## src/rtl/mips_pkg.sv

```systemverilog
// Definitions shared by the MIPS pipeline control blocks: hazard FSM states,
// next-PC source codes and the hard-wired zero register.
package mips_pkg;

  typedef enum logic [1:0] {
    RUN   = 2'd0,
    STALL = 2'd1,
    FLUSH = 2'd2,
    HALT  = 2'd3
  } hz_state_t;

  localparam logic [1:0] PC_PLUS4  = 2'b00;
  localparam logic [1:0] PC_JUMP   = 2'b01;
  localparam logic [1:0] PC_JR     = 2'b10;
  localparam logic [1:0] PC_BRANCH = 2'b11;

  localparam logic [4:0] REG_ZERO = 5'd0;

  // Longest legitimate run of back-to-back stalls (jr waiting on a load).
  localparam logic [1:0] MAX_STALL = 2'd2;

endpackage

```

## src/rtl/hazard_compare.sv

```systemverilog
// Register-match comparators that flag load-use and jr operand hazards.
// Purely combinational; the controller decides what to do with them.
module hazard_compare
  import mips_pkg::*;
(
  input  logic [4:0] id_rs,
  input  logic [4:0] id_rt,
  input  logic       id_uses_rt,
  input  logic       id_jr,
  input  logic       ex_mem_read,
  input  logic       ex_reg_write,
  input  logic [4:0] ex_write_reg,
  input  logic       mem_mem_read,
  input  logic [4:0] mem_write_reg,
  output logic       lu,
  output logic       jrh
);

  logic ex_hits_rs;
  logic ex_hits_rt;
  logic mem_hits_rs;

  assign ex_hits_rs  = (ex_write_reg == id_rs);
  assign ex_hits_rt  = id_uses_rt && (ex_write_reg == id_rt);
  assign mem_hits_rs = (mem_write_reg == id_rs);

  assign lu = ex_mem_read && (ex_write_reg != REG_ZERO) && (ex_hits_rs || ex_hits_rt);

  // jr reads its target in ID, so it cannot use forwarding from EX at all,
  // and a load still in MEM has no data to forward yet.
  assign jrh = id_jr && (id_rs != REG_ZERO) &&
               ((ex_reg_write && ex_hits_rs) || (mem_mem_read && mem_hits_rs));

endmodule

```

## src/rtl/hazard_controller.sv

```systemverilog
// Pipeline hazard/flow controller: drives PC and pipeline-register enables and
// flushes, selects next-PC source, and counts stall cycles and flush events.
module hazard_controller
  import mips_pkg::*;
#(
  parameter int CNT_W = 16
) (
  input  logic             clk,
  input  logic             reset,
  input  logic [4:0]       id_rs,
  input  logic [4:0]       id_rt,
  input  logic             id_uses_rt,
  input  logic             id_jump,
  input  logic             id_jr,
  input  logic             ex_mem_read,
  input  logic             ex_reg_write,
  input  logic [4:0]       ex_write_reg,
  input  logic             mem_mem_read,
  input  logic [4:0]       mem_write_reg,
  input  logic             mem_branch_taken,
  input  logic             halt_req,
  output logic             pc_enable,
  output logic             if_id_enable,
  output logic             if_id_flush,
  output logic             id_ex_flush,
  output logic             ex_mem_flush,
  output logic [1:0]       pc_src,
  output logic [CNT_W-1:0] stall_count,
  output logic [CNT_W-1:0] flush_count
);

  hz_state_t  state;
  hz_state_t  state_nxt;
  logic [1:0] stall_run;
  logic       lu;
  logic       jrh;
  logic       id_live;
  logic       stall_ok;
  logic       stall_evt;
  logic       flush_evt;

  hazard_compare u_cmp (
    .id_rs         (id_rs),
    .id_rt         (id_rt),
    .id_uses_rt    (id_uses_rt),
    .id_jr         (id_jr),
    .ex_mem_read   (ex_mem_read),
    .ex_reg_write  (ex_reg_write),
    .ex_write_reg  (ex_write_reg),
    .mem_mem_read  (mem_mem_read),
    .mem_write_reg (mem_write_reg),
    .lu            (lu),
    .jrh           (jrh)
  );

  // After a flush, ID holds a bubble whose decode fields are meaningless.
  assign id_live  = (state != FLUSH);
  assign stall_ok = (stall_run < MAX_STALL);

  always_comb begin
    pc_enable    = 1'b1;
    if_id_enable = 1'b1;
    if_id_flush  = 1'b0;
    id_ex_flush  = 1'b0;
    ex_mem_flush = 1'b0;
    pc_src       = PC_PLUS4;
    state_nxt    = RUN;
    stall_evt    = 1'b0;
    flush_evt    = 1'b0;
    if (reset) begin
      if (mem_branch_taken) begin
        if_id_flush  = 1'b1;
        id_ex_flush  = 1'b1;
        ex_mem_flush = 1'b1;
        pc_src       = PC_BRANCH;
        state_nxt    = FLUSH;
        flush_evt    = 1'b1;
      end else if (halt_req) begin
        pc_enable    = 1'b0;
        if_id_enable = 1'b0;
        id_ex_flush  = 1'b1;
        state_nxt    = HALT;
      end else if (id_live && stall_ok && (lu || jrh)) begin
        pc_enable    = 1'b0;
        if_id_enable = 1'b0;
        id_ex_flush  = 1'b1;
        state_nxt    = STALL;
        stall_evt    = 1'b1;
      end else if (id_live && id_jr) begin
        pc_src      = PC_JR;
        if_id_flush = 1'b1;
        flush_evt   = 1'b1;
      end else if (id_live && id_jump) begin
        pc_src      = PC_JUMP;
        if_id_flush = 1'b1;
        flush_evt   = 1'b1;
      end
    end
  end

  // State, consecutive-stall run length and performance counters.
  always_ff @(posedge clk or negedge reset) begin
    if (!reset) begin
      state       <= RUN;
      stall_run   <= 2'd0;
      stall_count <= '0;
      flush_count <= '0;
    end else begin
      state     <= state_nxt;
      stall_run <= stall_evt ? stall_run + 2'd1 : 2'd0;
      if (stall_evt) stall_count <= stall_count + 1'b1;
      if (flush_evt) flush_count <= flush_count + 1'b1;
    end
  end

endmodule

```

## config.mk

```make
export PLATFORM = sky130hd
export DESIGN_NAME = hazard_controller
export DESIGN_NICKNAME = d
export VERILOG_FILES = /design/src/rtl/mips_pkg.sv /design/src/rtl/hazard_compare.sv /design/src/rtl/hazard_controller.sv
export SDC_FILE = /design/constraint.sdc
export NUM_CORES = 1
export LEC_CHECK = 0
export ABC_AREA = 1
export BUFFER_PORTS_ARGS = -buffer_cell sky130_fd_sc_hd__buf_2
export CAP_MARGIN = 20
export CORE_UTILIZATION = 45
export DETAILED_ROUTE_END_ITERATION = 7
export PLACE_DENSITY_LB_ADDON = 0.2
export SLEW_MARGIN = 10
export SYNTH_ARGS = -nofsm -noshare
export SYNTH_HDL_FRONTEND = slang
export SYNTH_SLANG_ARGS = --single-unit
```

## constraint.sdc

```tcl
create_clock -name clk -period 1.7 [get_ports clk]
set_input_delay 0 -clock clk [delete_from_list [all_inputs] [get_ports clk]]
set_output_delay 0 -clock clk [all_outputs]
set_load 0.005 [all_outputs]
```

# Yosys cells after proc, flatten, opt, wreduce, memory -nomap -nowiden
# Index checks and enable logic that the tools add are counted.
# word_totals
ff_bits	36
inputBits	30
output_inout_bits	39
word_cells	58
# classes
addsub	3
order_cmp	1
n_eq_ne	4
mux	30
reduce_logical	16
# op_table
cell	n
16-bit by 1-bit adder with 16-bit output, second input constant	2
1-bit 2-to-1 mux	21
2-bit 2-to-1 mux	9
5-bit == test	3
1-bit logical AND	11
5-bit nonzero test	2
1-bit logical OR	3
2-bit by 1-bit adder with 2-bit output, second input constant	1
2-bit < comparator, second input constant	1
2-bit inequality test, second input constant	1

# Longest topological paths before layout
# depth
ltp_word	11
mapped_depth	15
depth_no_buf	14

# Hierarchy
# A second synthesis with hierarchy kept.
# hier_totals
hier_cells	359
hier_area_um2	2504.9
# by_module_without_submodules
mod	instances	cells_per_inst	area_per_inst_um2	seq_area_each_um2
hazard_controller	1	298	2220.9	900.9
hazard_compare	1	61	284.0	0.0

# Worst setup path before layout
# No wires, ideal clock.
# synth_path
kind	register to register
start	register stall_count[0]
end	register stall_count[13]
setup_time_ps	117
arrival_ps	1288
required_time_ps	1583
path_slack_ps	295
path_stages_with_launch	10
period_less_slack_ps	1405
path_cell_list	dfrtp_1 > nand3_1 > nor2_1 > nand3_1 > nor2_1 > nand2_1 > nor2_1 > nand2_1 > nand2_1 > nand2_1
# synth_via
elab_chain_len	1
# synth_rtl
element	line_no	rtl
start: declaration	hazard_controller.sv:28	output logic [CNT_W-1:0] stall_count,
start signal: assignment	hazard_controller.sv:111	if (stall_evt) stall_count <= stall_count + 1'b1;
16-bit by 1-bit adder with 16-bit output	hazard_controller.sv:111	
# Every way passes these cells.
# A chain may end at the register's enable or synchronous reset.

# Worst setup path in the final report
# layout_path
start	register flush_count[0]
end	register flush_count[12]
# layout_via
elab_chain_len	1
# layout_rtl
element	line_no	rtl
start: declaration	hazard_controller.sv:29	output logic [CNT_W-1:0] flush_count
start signal: assignment	hazard_controller.sv:112	if (flush_evt) flush_count <= flush_count + 1'b1;
16-bit by 1-bit adder with 16-bit output	hazard_controller.sv:112	
# Every way passes these cells.

==> results.md <==
* Status: complete, no violations
* Final GP Congestion at around 0.84
* CP cell instances: ha_1 > inv_1 > nor2_1 > nand3_1 > xnor2_1 > nand3_1 > nand2_1
* Slew Limit Fails at 0
* Peak VDD IR at around 0.5 mV
* Most frequent cells in the layout: 109 x nand2_1, 68 x buf_2, 36 x dfrtp_1
* Hold Path Depth at 4
* Nets@finish at 430
* GRT Overall Usage at a little over a fifth
* Cell area after synthesis at 2310 sq um
* Area grow syn2layout at 23.8%
* CP max stage cell: dfrtp_1
* Seq/Total Area, Yosys at between 30% and 40%
* Hold WC Path Type: input port to register
* Seq pwr share at around half
* Core area at roughly 4800 sq um
* Crit share post-route at approximately nine tenths
* Setup slack, reg-to-reg at between 0.15 and 0.2 ns
* Setup crit start: flush_count[0]
* PnR worst setup slack at ~0.18 ns
* Area leader, netlist: dfrtp_1
* Reg2Reg Launch Point: flush_count[0]
* Area after DPL at between 2000 and 3000 sq um
* Switch Pwr at 630 uW
* Least-Margin Pin Slew at about 0.44 ns
* Hold WS at approximately 0.065 ns
* Overflow after GRT at 0
* Cell Pwr Density at roughly 700 nW/um^2
* Antenna viol nets, final at 0
* Hold Crit Start: mem_branch_taken
* CTS HTree Levels at 2
* Crit path kind: register to register
* Total power at ~2 mW
* Setup crit end kind: register
* Synth area leaders: dfrtp_1 39%, nand2_1 18%, nand3_1 6.7%
* Slew margin rel. at ~71%
* Max Cap Viol at 0
* Multi-input logic area at roughly 1300 sq um
* Mean Syn Cell Area at between 7 and 8 sq um
* Clock-pin slew on the worst setup and hold paths at 0.07 ns
* ANT cells at 0
* Max Root-Sink Buffers at 2
* Mapped Cells at 323
* Worst Path Max Fanout at 6
* Number of setup violations in the final report at 0
* Startpoint Class: register
* Seq cells post-synth at 36
* Num rows at 25
* Final WL at about 5.2 mm
* RSZ-0062 raised after global routing: no
* Distinct cells, synth at 26
* Initial Util at a little under half
* CTS tree: done
* Power share of the clock group at 30.8%
* Ys Warns at 0
* Switching part of the total power at a little under a third
* Achievable Freq at 656 MHz
* Post-route minimum period at 1.52 ns
* Post-place setup slack at between 0.15 and 0.2 ns
* Placed cells at 456
* Via Count at 2,256
* Root Buffer: clkbuf_8
* CP most frequent cell: nand3_1
* Die width at 73.7 microns
* Post-synth top area share at around 39%
* Vias in the first global route at ~2,100
* Capture point of the worst reg-to-reg path: flush_count[12]
* First-pass DRT Iterations at 4
* Largest net degree at the start of global routing at 35
* Initial antenna violation count at 0
* Internal power at roughly 1.4 mW
* Design Area, Final at 2860 sq um
* Global-route wire length before repair at between 8 and 9 mm
* Core Util, Final at between 50% and 60%
* Die area at between 5000 and 6000 sq um
* Fin Setup TNS at 0 ns
* Sink Count at 36
* Most common cell after layout, fill and taps aside: nand2_1
* Floorplan die height at around 74 microns
* Share of layout cells above drive strength 1 at a little under a quarter
* Seq. cell area at 901 sq um
* IO Pins at just under 70
* Fillers at between 400 and 500
* Worst-Skew Late Latency at 0.29 ns
* Iteration-0 DRC Markers at around 110
* Slowest stage delay, CP at between 0.4 and 0.5 ns
* Syn_nets at 355
* Worst clock skew at 0.00646 ns
* CP required at around 1.9 ns
* Leakage at about 1.6 nW
* R2R depth at 7
* DP Wirelength at a little under 4 mm
* Hold-critical path endpoint: stall_count[6]
* Worst EP arrival at approximately 1.7 ns
* Combinational share of power at roughly a fifth
* Inserted Clock Buffers at 5
* Via-per-instance ratio at between 4 and 5
* DRC at 0
* Final hold violation count at 0
* DR WL/cell at approximately 11 microns
* I/O Buffers at between 60 and 70
* Layout Cells excl Fill at 466
==> flip-flops by register name (all words and copies together) (netlist names) <==
register,count
stall_count,16
state,2
stall_run,2
flush_count,16
==> cell families after synthesis <==
family | synth area share [%]
AND/OR/NAND/NOR | 38.0
buffers and inverters | 6.82
flip-flops | 39.0
XOR/XNOR | 11.7
AO/OA/AOI/OAI | 3.41
adder cells (fa/ha/maj) | 1.08
==> metal layers <==
metal  global-route usage (%)  wire (microns)  vias up
met5                        0               0        -
met1                     25.5            2360     1024
met4                     5.98              68        0
met2                     37.5            2530       50
li1                         -               -     1174
met3                     6.31             215        8
==> timing repair <==
| action | in CTS | in global routing |
|---|---|---|
| endpoints found under the hold margin | 36 | 0 |
| resized for setup | 1 | 5 |
| pin swaps | 0 | 1 |
| hold buffers | 1 | 0 |
| buffers inserted | 0 | 1 |
| setup endpoints to repair | 1 | 4 |
==> how the worst max path moves through the flow <==
stage,to,cells after the start
3_3_place_gp,flush_count[12],7
4_1_cts,if_id_flush,8
5_1_grt,stall_count[13],9
6_report,flush_count[12],7
3_5_place_dp,flush_count[12],7
2_1_floorplan,stall_count[13],9
==> cell usage after synthesis <==
library cell and number:
a21oi_1 2, nand2_4 2, nor4_1 1, a31oi_1 1, xor2_1 15, nor3_2 1, buf_4 2, buf_6 1
nor2_2 1, nand2_2 3, ha_1 2, o31ai_1 1, dfrtp_1 36, nor2_1 33, nor3_1 7, nand3_2 2
xnor2_1 16, clkbuf_1 1, inv_2 1, nand3_1 31, nand2_1 109, o21ai_0 11, inv_1 32, buf_1 1
nand3b_1 1, nand4_1 10
==> area by class of cell <==
class                   count  area share [%]
repair buffers             73            13.3
clock buffers               8            3.15
inverters                  33            4.33
multi-input cells         249            44.8
well taps                  67            2.93
flip-flops and latches     36            31.5
==> power groups by stage <==
stage	clock network [mW]	logic, mW	registers (mW)
6_report	0.636	0.422	1.00
5_1_grt	0.701	0.492	1.01
4_1_cts	0.656	0.421	1.00
3_5_place_dp	0	0.415	1.02
3_3_place_gp	0	0.409	1.02
2_1_floorplan	0	0.239	1.01
==> critical path, delay by kind of cell (launching register included) <==
family                     cells  cell delay [ns]
xor gates and xnor gates       1             0.14
adders and majority gates      1             0.27
buffers and inverters          1             0.06
DFF                            1             0.45
and+or+nand+nor                4             0.50
Note: power is estimated with default switching activity, not from simulation.
